## src/rtl/prog_sequencer_pkg.sv

```systemverilog
`default_nettype none
// ============================================================================
// prog_sequencer_pkg : shared state encoding and default widths
// Rev 1.0
// ============================================================================
package prog_sequencer_pkg;

   typedef enum logic [2:0] {
      IDLE = 3'd0,
      ARM  = 3'd1,
      LOAD = 3'd2,
      RUN  = 3'd3,
      HALT = 3'd4
   } seq_state_t;

   localparam int unsigned PC_W_DEF  = 10;
   localparam int unsigned CYC_W_DEF = 16;

endpackage
`default_nettype wire

```

## src/rtl/prog_sequencer_if.sv

```systemverilog
`default_nettype none
// ============================================================================
// prog_sequencer_if : run-control bus between bench/core and the sequencer
// Rev 1.0
// ============================================================================
interface prog_sequencer_if
   import prog_sequencer_pkg::*;
#(
   parameter int unsigned PC_W  = PC_W_DEF,
   parameter int unsigned CYC_W = CYC_W_DEF
);
   logic             start;
   logic [1:0]       prog_sel;
   logic             done_instr;
   logic             core_start;
   logic             pc_load;
   logic [PC_W-1:0]  pc_load_val;
   logic             run_en;
   logic             done;
   logic             timeout;
   logic [CYC_W-1:0] cycle_count;

   modport master (
      output start, prog_sel, done_instr,
      input  core_start, pc_load, pc_load_val, run_en, done, timeout, cycle_count
   );

   modport slave (
      input  start, prog_sel, done_instr,
      output core_start, pc_load, pc_load_val, run_en, done, timeout, cycle_count
   );
endinterface
`default_nettype wire

```

## src/rtl/prog_sequencer_sat_counter.sv

```systemverilog
`default_nettype none
// ============================================================================
// sat_counter : clearable up-counter that sticks at all-ones
// Rev 1.0
// ============================================================================
module sat_counter #(
   parameter int unsigned CYC_W = 16
) (
   input  wire logic             clk,
   input  wire logic             rst_n,
   input  wire logic             clr_i,
   input  wire logic             en_i,
   output logic [CYC_W-1:0]      q_o
);
   logic [CYC_W-1:0] cnt_q, cnt_d;

   always_comb begin
      cnt_d = cnt_q;
      if (clr_i) begin
         cnt_d = '0;
      end else if (en_i && (cnt_q != '1)) begin
         cnt_d = cnt_q + 1'b1;
      end
   end

   always_ff @(posedge clk) begin
      if (!rst_n) begin
         cnt_q <= '0;
      end else begin
         cnt_q <= cnt_d;
      end
   end

   assign q_o = cnt_q;
endmodule
`default_nettype wire

```

## src/rtl/prog_sequencer.sv

```systemverilog
`default_nettype none
// ============================================================================
// prog_sequencer : launches a program on the core, watches for halt/timeout
// Rev 1.0
// ============================================================================
module prog_sequencer
   import prog_sequencer_pkg::*;
#(
   parameter int unsigned    PC_W       = PC_W_DEF,
   parameter int unsigned    CYC_W      = CYC_W_DEF,
   parameter logic [PC_W-1:0] BASE0     = 'd0,
   parameter logic [PC_W-1:0] BASE1     = 'd256,
   parameter logic [PC_W-1:0] BASE2     = 'd512,
   parameter int unsigned    MAX_CYCLES = 'hFFFF
) (
   input  wire logic        clk,
   input  wire logic        rst_n,
   prog_sequencer_if.slave  bus
);
   // Count value seen during the last RUN cycle allowed by the budget
   localparam logic [CYC_W-1:0] LAST_CNT = CYC_W'(MAX_CYCLES - 1);

   seq_state_t       state_q, state_d;
   logic [1:0]       sel_q, sel_d;
   logic [PC_W-1:0]  pc_val_q, pc_val_d;
   logic             done_q, done_d;
   logic             timeout_q, timeout_d;
   logic             cnt_clr, cnt_en;
   logic [CYC_W-1:0] cnt;

   function automatic logic [PC_W-1:0] base_of(input logic [1:0] sel);
      case (sel)
         2'd1:    base_of = BASE1;
         2'd2:    base_of = BASE2;
         default: base_of = BASE0;
      endcase
   endfunction

   always_comb begin
      state_d   = state_q;
      sel_d     = sel_q;
      pc_val_d  = pc_val_q;
      done_d    = done_q;
      timeout_d = timeout_q;
      cnt_clr   = 1'b0;
      cnt_en    = 1'b0;

      if (bus.start && (state_q != LOAD)) begin
         sel_d = bus.prog_sel;
      end

      case (state_q)
         IDLE: begin
            if (bus.start) state_d = ARM;
         end
         ARM: begin
            if (!bus.start) begin
               state_d  = LOAD;
               pc_val_d = base_of(sel_q);
            end
         end
         LOAD: begin
            state_d = RUN;
            cnt_clr = 1'b1;
         end
         RUN: begin
            // Abort outranks halt; halt outranks the budget check
            if (bus.start) begin
               state_d = ARM;
            end else begin
               cnt_en = 1'b1;
               if (bus.done_instr) begin
                  state_d = HALT;
                  done_d  = 1'b1;
               end else if (cnt == LAST_CNT) begin
                  state_d   = HALT;
                  done_d    = 1'b1;
                  timeout_d = 1'b1;
               end
            end
         end
         HALT: begin
            if (bus.start) state_d = ARM;
         end
         default: state_d = IDLE;
      endcase

      if ((state_d == ARM) && (state_q != ARM)) begin
         done_d    = 1'b0;
         timeout_d = 1'b0;
      end
   end

   always_ff @(posedge clk) begin
      if (!rst_n) begin
         state_q   <= IDLE;
         sel_q     <= 2'd0;
         pc_val_q  <= '0;
         done_q    <= 1'b0;
         timeout_q <= 1'b0;
      end else begin
         state_q   <= state_d;
         sel_q     <= sel_d;
         pc_val_q  <= pc_val_d;
         done_q    <= done_d;
         timeout_q <= timeout_d;
      end
   end

   sat_counter #(.CYC_W(CYC_W)) u_cycle_cnt (
      .clk   (clk),
      .rst_n (rst_n),
      .clr_i (cnt_clr),
      .en_i  (cnt_en),
      .q_o   (cnt)
   );

   assign bus.core_start  = (state_q != RUN);
   assign bus.pc_load     = (state_q == LOAD);
   assign bus.run_en      = (state_q == RUN);
   assign bus.pc_load_val = pc_val_q;
   assign bus.done        = done_q;
   assign bus.timeout     = timeout_q;
   assign bus.cycle_count = cnt;
endmodule
`default_nettype wire

```

## src/flat_wrapper.sv

```systemverilog
// flat-port wrapper written by rule: the top's interface ports become plain ports
module prog_sequencer_flat import prog_sequencer_pkg::*;
#(
   parameter int unsigned    PC_W       = PC_W_DEF,
   parameter int unsigned    CYC_W      = CYC_W_DEF,
   parameter logic [PC_W-1:0] BASE0     = 'd0,
   parameter logic [PC_W-1:0] BASE1     = 'd256,
   parameter logic [PC_W-1:0] BASE2     = 'd512,
   parameter int unsigned    MAX_CYCLES = 'hFFFF
)
  (clk, rst_n, bus_start, bus_prog_sel, bus_done_instr, bus_core_start, bus_pc_load, bus_pc_load_val, bus_run_en, bus_done, bus_timeout, bus_cycle_count);
  prog_sequencer_if #(.PC_W(PC_W), .CYC_W(CYC_W)) bus_i ();
  input  wire logic clk;
  input  wire logic rst_n;
  input wire logic [$bits(bus_i.start)-1:0] bus_start;
  input wire logic [$bits(bus_i.prog_sel)-1:0] bus_prog_sel;
  input wire logic [$bits(bus_i.done_instr)-1:0] bus_done_instr;
  output wire logic [$bits(bus_i.core_start)-1:0] bus_core_start;
  output wire logic [$bits(bus_i.pc_load)-1:0] bus_pc_load;
  output wire logic [$bits(bus_i.pc_load_val)-1:0] bus_pc_load_val;
  output wire logic [$bits(bus_i.run_en)-1:0] bus_run_en;
  output wire logic [$bits(bus_i.done)-1:0] bus_done;
  output wire logic [$bits(bus_i.timeout)-1:0] bus_timeout;
  output wire logic [$bits(bus_i.cycle_count)-1:0] bus_cycle_count;
  assign bus_i.start = bus_start;
  assign bus_i.prog_sel = bus_prog_sel;
  assign bus_i.done_instr = bus_done_instr;
  assign bus_core_start = bus_i.core_start;
  assign bus_pc_load = bus_i.pc_load;
  assign bus_pc_load_val = bus_i.pc_load_val;
  assign bus_run_en = bus_i.run_en;
  assign bus_done = bus_i.done;
  assign bus_timeout = bus_i.timeout;
  assign bus_cycle_count = bus_i.cycle_count;
  prog_sequencer #(.PC_W(PC_W), .CYC_W(CYC_W), .BASE0(BASE0), .BASE1(BASE1), .BASE2(BASE2), .MAX_CYCLES(MAX_CYCLES)) u_core (.clk(clk), .rst_n(rst_n), .bus(bus_i));
endmodule
```

## config.mk

```make
export PLATFORM = sky130hd
export DESIGN_NAME = prog_sequencer_flat
export DESIGN_NICKNAME = d
export VERILOG_FILES = /design/src/rtl/prog_sequencer_pkg.sv /design/src/rtl/prog_sequencer_if.sv /design/src/rtl/prog_sequencer_sat_counter.sv /design/src/rtl/prog_sequencer.sv /design/src/flat_wrapper.sv
export SDC_FILE = /design/constraint.sdc
export NUM_CORES = 1
export LEC_CHECK = 0
export ABC_AREA = 1
export CAP_MARGIN = 20
export CORE_AREA = 5 5 68 70
export CTS_CLUSTER_DIAMETER = 120
export DETAILED_ROUTE_END_ITERATION = 16
export DIE_AREA = 0 0 73 75
export PLACE_DENSITY = 0.7
export SLEW_MARGIN = 15
export SYNTH_ARGS = -nofsm -noshare
export SYNTH_HDL_FRONTEND = slang
export SYNTH_SLANG_ARGS = --single-unit
```

## constraint.sdc

```tcl
create_clock -name clk -period 2.15 [get_ports clk]
set_clock_uncertainty 0.15 [all_clocks]
set_input_delay 0.43 -clock clk [delete_from_list [all_inputs] [get_ports clk]]
set_output_delay 0.43 -clock clk [all_outputs]
set_load 0.01 [all_outputs]
```

Word level (Yosys, flattened, before mapping):

Cells that the tools add are included.
Widths: inputs -> output; s select.

* register bits after elaboration: 33
* input bits: 6
* output and inout bits: 31
* logic and storage cells: 45

* add/subtract/negate cells: 1
* eq/ne operators: 12
* multiplexer cells: 12
* bitwise gates (word level): 3
* reduce and logical (&&, ||, !) cells: 11

Operators by type and width (count)
* $pmux 10 s2: 1
* $add 16x1->16 const B: 1
* $eq 16x16->1 const B: 1
* $ne 16x16->1 const B: 1
* $mux 3: 5
* $pmux 3 s4: 1
* $eq 3x1->1 const B: 2
* $eq 3x2->1 const B: 2
* $ne 3x2->1 const B: 2
* $reduce_or 2->1: 3
* $mux 1: 5
* $reduce_and 4->1: 1
* $eq 3x3->1 const B: 1
* $logic_and 1x1->1: 3
* $logic_not 3->1: 1
* $ne 3x1->1 const B: 1
* $not 1->1: 3
* $reduce_and 3->1: 1
* $eq 2x1->1 const B: 1
* $eq 2x2->1 const B: 1
* $reduce_and 2->1: 1
* $reduce_bool 2->1: 1

Logic depth before layout (Yosys ltp):

Gate-level depths: netlist of run 1.

* depth in word-level cells: 8
* mapped depth: 11
* gate-level depth less buffers: 11

Hierarchy:

A second synthesis of run 1 with hierarchy kept.

* cell total of the unflattened synthesis: 241
* area, all modules: 1461.4 um^2

By module, submodules not included
* sat_counter: instances 1, cells an instance 153, area each 910.9 um^2, seq. area each 320.3 um^2
* prog_sequencer: instances 1, cells an instance 88, area each 550.5 um^2, seq. area each 180.2 um^2

Worst setup path before layout of run 1:

Ideal clock, no wire load.

* kind: reg2reg
* start: reg u_core.u_cycle_cnt.cnt_q[0], in the netlist u_core.u_cycle_cnt.q_o[0]
* end: reg u_core.u_cycle_cnt.cnt_q[3], in the netlist u_core.u_cycle_cnt.q_o[3]
* setup time: 0.066 ns
* arrival time: 1.490 ns
* data required time: 1.934 ns
* path slack: 0.444 ns
* stages on the path, launching flop included: 11
* buffers on the path: 1
* clock period less this slack: 1.706 ns
* cells stage by stage: dfxtp_1 ha_1 inv_1 nor2_1 nand2_2 nor2_4 nor2_8 inv_6 buf_8 nand2_1 a21oi_2

* word-level cells in the longest chain between the ends: 2
* elaborated cells between the ends (all ways): 3
* those cells by class: 1 x add/sub; 1 x eq/ne; 1 x reduce/logical

Ends and longest elaborated chain
* start: declaration: line prog_sequencer_sat_counter.sv:15 `logic [CYC_W-1:0] cnt_q, cnt_d;`
* start signal: assignment: line prog_sequencer_sat_counter.sv:30 `cnt_q <= cnt_d;`
* parallel branches: the longest is 2 deep, another holds $add 16x1->16

Several ways; the timed one is not identified.
A chain may end at the register's enable or synchronous reset.

Worst setup path after layout of run 1:

* start: reg u_core.state_q[2]
* end: out bus_core_start

* word-level cells in the longest chain between the ends: 1

Ends and longest elaborated chain
* start: declaration: line prog_sequencer.sv:23 `seq_state_t state_q, state_d;`
* start signal: assignment: line prog_sequencer.sv:102 `state_q <= state_d;`
* $ne 3x2->1: line prog_sequencer.sv:118 `assign bus.core_start = (state_q != RUN);`
* end: declaration: line flat_wrapper.sv:18 `output wire logic [$bits(bus_i.core_start)-1:0] bus_core_start;`

Every way passes these cells.

==> run metrics, run 1 <==
hold buffer count at CTS 0; CTS Buf Count 3; clock insertion delay at the later pin of the skew report 0.27 ns; Final Cell Area 1850 um2; CTS tree built; Arr. time, crit path 1.46 ns; most area-consuming cells after synthesis dfxtp_1 (33%), nand2_1 (17%), nor2_1 (8.0%), a21oi_2 (5.3%), buf_4 (4.5%); Die Y 75 um; met3 Usage GRT 3.34%; via count 1392; Clk pin slew, worst setup/hold paths 0.09 ns; power per cell area 461 nW/um2; initial core utilization 38.3%; first-pass GRT wire length 5.49 mm; Crit-path slowest cell clkdlybuf4s50_1; fillcell total 411; LEAKAGE 0.680 nW; crit end category output pin; Sum Neg Setup Slack 0 ns; ys flop type dfxtp_1; Cell variety after synth 27; Max Freq 490 MHz; max cap viols 0; Post-synth EDFFs 0; Detailed Place HPWL 2.49 mm; Worst Hold Class flop to flop; Area Overhead vs Synth 23.0%; DP Cell Count 296; Diodes inserted 0; Die Wd 73 um; synth warn 0; Root Buffer clkbuf_8; CTS sink cnt 25; final setup vio count 0; Post-synth top cells nand2_1 (68), nor2_1 (32), dfxtp_1 (25); Global Route Usage Sum 12.5%; multi-input logic area 850 um2; total power 0.852 mW; register area 502 um2; register area share after synthesis 33.4%; area of the mapped netlist 1500 um2; routability cong. 0.865; DRT Pass-1 Iters 4; core area 3910 um2; unrepaired setup endpoints after global routing false; drt total wl 3.25 mm; #FFs+latches synth 25; hold_ws 0.305 ns; max incr delay on CP 0.54 ns; crit path kind flop to output pin; synthesized area per cell 6.82 um2; I/O Pins 37; Period minus WS final 2.04 ns; top cell type's share of synthesized area 33.4%; Setup WS pre-CTS 0.184 ns; I/O Buffers 28; antenna violations before repair 0; H-tree depth 1; final design utilization 47.2%; row cnt 23; GR Util met2 20.4%; DP Area 1790 um2; Final ANT Viol Nets 0; top-count cell post-synth nand2_1; vias in the first global route 1256; Gate Count Post-Synth 220; r2r setup slk 0.31 ns; max-slew violations 0; CTS max path bufs 2; DIE AREA 5480 um2; DR iter-0 viols 43; gr ovfl total 0; Worst setup SP type flop; Final Hold Viols 0; crit-path max FO 3; DRC violations left 0; status complete, no violations; Worst Slack Setup Final 0.109 ns; fin crit share 94.9%; # nets final 259; final non-filler cell total 300; largest net degree at the start of global routing 19; worst path cell trace inv_1 -> nand2_1 -> inv_2 -> nand2_4 -> clkdlybuf4s50_1; routing usage on met1 16.1%; share of post-route cells with drive strength above 1 10.8%; gr busiest metal met2; Post-synth ARST share 0%; mean routed wirelength per cell 10.8 um; Required @ worst endpoint 1.57 ns; Via density 4.64; Peak VDD IR 0.335 mV; Yosys top cell by area dfxtp_1
registers in the layout, summed over array words and instances, names as in the netlist:
register,count
u_core.bus.done,1
u_core.bus.pc_load_val,2
u_core.bus.timeout,1
u_core.sel_q,2
u_core.state_q,3
u_core.u_cycle_cnt.q_o,16
final timing paths:
check                                               start                          to  cells past startpoint
worst max-delay path                    u_core.state_q[2]              bus_core_start                      5
worst max register to register  u_core.u_cycle_cnt.q_o[0]  u_core.u_cycle_cnt.q_o[13]                      9
worst min-delay path                      u_core.bus.done             u_core.bus.done                      2
worst min register to register            u_core.bus.done             u_core.bus.done                      2
cell families after synthesis:
logic type / share of synthesized area (%)
DFF: 33.4
other: 0.250
buffers and inverters: 11.9
xor gates and xnor gates: 4.09
and+or+nand+nor: 36.6
AOI/OAI and AO/OA: 12.1
adders and majority gates: 1.67
where the power goes:
group | internal [mW] | switching (mW)
logic | 0.0343 | 0.0530
registers | 0.472 | 0.00849
clock network | 0.130 | 0.154
cell usage in the layout, fill, tap and decap left out, types with 4 or more instances in the layout:
cell type / netlist / layout
clkdlybuf4s50_1: 0 / 26
dfxtp_1: 25 / 24
a21oi_2: 9 / 9
o21ai_0: 8 / 8
nand4_1: 5 / 5
nand3_1: 9 / 9
a21oi_1: 11 / 11
conb_1: 1 / 8
nor2_1: 32 / 31
inv_1: 17 / 17
xnor2_1: 4 / 4
nand2_1: 68 / 68
cell type report:
class                   instances  area share [%]
multi-input cells             171            46.0
flip-flops and latches         25            27.2
repair buffers                 30            16.3
inverters                      20            4.61
well taps                      50            3.39
clock buffers                   3            2.24
clock inverters                 1           0.271
per-layer routing:
| layer | vias up | share of wire [%] |
|---|---|---|
| met5 | - | 0 |
| met2 | 37 | 46 |
| met3 | 2 | 6.8 |
| met4 | 0 | 0.52 |
| met1 | 614 | 47 |
| li1 | 739 | - |
repair_timing:
action                                  CTS  global route
gates resized for setup                   0             4
buffers inserted                          0             0
endpoints found under the hold margin     0             0
endpoints found under the setup margin    0             2
worst max-delay path: cells and delay by family (launching register included):
family        cells  cell delay, ns
flops             1            0.35
simple gates      2            0.18
buf+inv           3            0.66
Note: power is estimated with default switching activity, not from simulation.
==> inputs of run 2 (changes only) <==
--- a/config.mk
+++ b/config.mk
@@ -11,8 +11,7 @@
 export CTS_CLUSTER_DIAMETER = 120
 export DETAILED_ROUTE_END_ITERATION = 16
 export DIE_AREA = 0 0 73 75
-export PLACE_DENSITY = 0.7
-export SLEW_MARGIN = 15
+export SLEW_MARGIN = 20
 export SYNTH_ARGS = -nofsm -noshare
 export SYNTH_HDL_FRONTEND = slang
 export SYNTH_SLANG_ARGS = --single-unit
==> run 2 against run 1 <==
Net effect:
- sequential share of layout area is 0.13 points lower
- clock-buffer cell count is 1 higher
- non-clock buffer count up 2
- die area did not move
- first-iteration DRC count is 53% higher
- design area is 0.47% higher
- critical path depth increased by 1
- hold slack worse by 0.0040 ns
==> run metrics, run 2 (same netlist as run 1, synthesis figures left out) <==
status complete, no violations; Die Y 75 um (unchanged); most common cell after layout, fill and taps aside nand2_1; crit end category output pin; first-pass GRT wire length 5.52 mm (+0.64%); crit path kind flop to output pin; DRC violations left 0 (unchanged); DIE AREA 5480 um2 (unchanged); gr ovfl total 0 (unchanged); CTS tree built; CTS Buf Count 3 (unchanged); share of post-route cells with drive strength above 1 10.7% (-0.086 points); routability cong. 0.823 (-4.8%); drt total wl 3.35 mm (+2.9%); Final Hold Viols 0 (unchanged); hold_ws 0.301 ns (-0.00405 ns); DP Area 1810 um2 (+0.84%); power per cell area 458 nW/um2 (-0.69%); Worst setup SP type flop; largest net degree at the start of global routing 19 (unchanged); Required @ worst endpoint 1.57 ns (about the same); vias in the first global route 1218 (-3.0%); Via density 4.57 (-1.6%); Arr. time, crit path 1.45 ns (about the same); Area Overhead vs Synth 23.6%; commonest cells after routing, fill and taps aside nand2_1 (68), nor2_1 (32), clkdlybuf4s50_1 (27), dfxtp_1 (24), inv_1 (17); max cap viols 0 (unchanged); core area 3910 um2 (unchanged); Global Route Usage Sum 12.7% (+0.28 points); H-tree depth 1 (unchanged); Peak VDD IR 0.200 mV (-40%); Clk pin slew, worst setup/hold paths 0.09 ns (about the same); Diodes inserted 0 (unchanged); # nets final 261 (+0.77%); LEAKAGE 0.670 nW (-1.5%); Largest register FFs 16 (unchanged); Final Cell Area 1850 um2 (+0.47%); mean routed wirelength per cell 11.1 um (+2.2%); row cnt 23 (unchanged); Sum Neg Setup Slack 0 ns (unchanged); DR iter-0 viols 66 (+53%); Worst Slack Setup Final 0.119 ns (+0.00911 ns); Final ANT Viol Nets 0 (unchanged); unrepaired setup endpoints after global routing false; Max Freq 492 MHz (+0.45%); Detailed Place HPWL 2.59 mm (+4.0%); CTS sink cnt 25 (unchanged); I/O Pins 37 (unchanged); fin crit share 94.5% (-0.42 points); Die Wd 73 um (unchanged); antenna violations before repair 0 (unchanged); Worst Hold Class flop to flop; I/O Buffers 28 (unchanged); crit-path max FO 3 (unchanged); Setup WS pre-CTS 0.142 ns (-0.0425 ns); initial core utilization 38.3% (unchanged); final setup vio count 0 (unchanged); max-slew violations 0 (unchanged); DRT Pass-1 Iters 4 (unchanged); Period minus WS final 2.03 ns (-0.00911 ns); via count 1379 (-0.93%); Root Buffer clkbuf_8; clock insertion delay at the later pin of the skew report 0.27 ns (about the same); CTS max path bufs 2 (unchanged)
[run 2: cell count changes in the layout (fill, tap and decap cells not counted), sizes merged]
cell           delta
buf               +2
clkdlybuf4s50     +1
clkbuf            +1
dlymetal6s2s      -1
clkinv            -1
[run 2: critical path, cell delays in order (launching register included)]
cell and delay (ns):
dfxtp_1 0.33, inv_1 0.07, nand2_1 0.07, inv_2 0.08
nand2_4 0.06, clkinv_4 0.06, clkdlybuf4s50_1 0.52
[run 2: layout make-up]
type	instances	area, um2
Fill cell	424	2060
Timing Repair Buffer	32	313
Sequential cell	25	502
Inverter	20	85.1
Clock buffer	4	45.0
Tap cell	50	62.6
Multi-Input combinational cell	171	847
[run 2: repair_timing]
| action | 4_1_cts | 5_1_grt |
|---|---|---|
| setup endpoints to repair | 0 | 2 |
| buffers inserted | 0 | 0 |
| hold buffers | 0 | 0 |
| endpoints found under the hold margin | 0 | 0 |
| resized for setup | 0 | 2 |
[run 2: final timing paths]
check                                               start                          to  slack [ns]  depth (start not counted)
worst max-delay path                    u_core.state_q[2]                  bus_run_en        0.12                          6
worst max register to register  u_core.u_cycle_cnt.q_o[1]  u_core.u_cycle_cnt.q_o[13]        0.40                          9
worst min register to register            u_core.bus.done             u_core.bus.done        0.30                          2
worst min-delay path                      u_core.bus.done             u_core.bus.done        0.30                          2
[run 2: where the power goes]
part           internal (mW)  switching (mW)  leakage (nW)  total [mW]
clock                  0.133           0.148        0.0228       0.281
sequential             0.472         0.00751         0.203       0.480
combinational         0.0358          0.0531         0.444      0.0889
total                  0.641           0.209         0.670       0.850
[run 2: metrics by stage]
stage          std cells  util, %  total power [mW]
3_5_place_dp         298     46.1             0.580
4_1_cts              302     47.3             0.863
2_1_floorplan        227        -             0.555
3_3_place_gp         298     46.1             0.580
6_report             302     47.4             0.850
5_1_grt              302     47.4             0.897
[run 2: layer usage]
layer / GRT usage (%) / part of all wire [%] / up-vias
met3: 3.07 / 5.7 / 4
li1: - / - / 743
met1: 17.2 / 48 / 599
met2: 20.0 / 45 / 33
met5: 0 / 0 / -
met4: 4.10 / 0.99 / 0
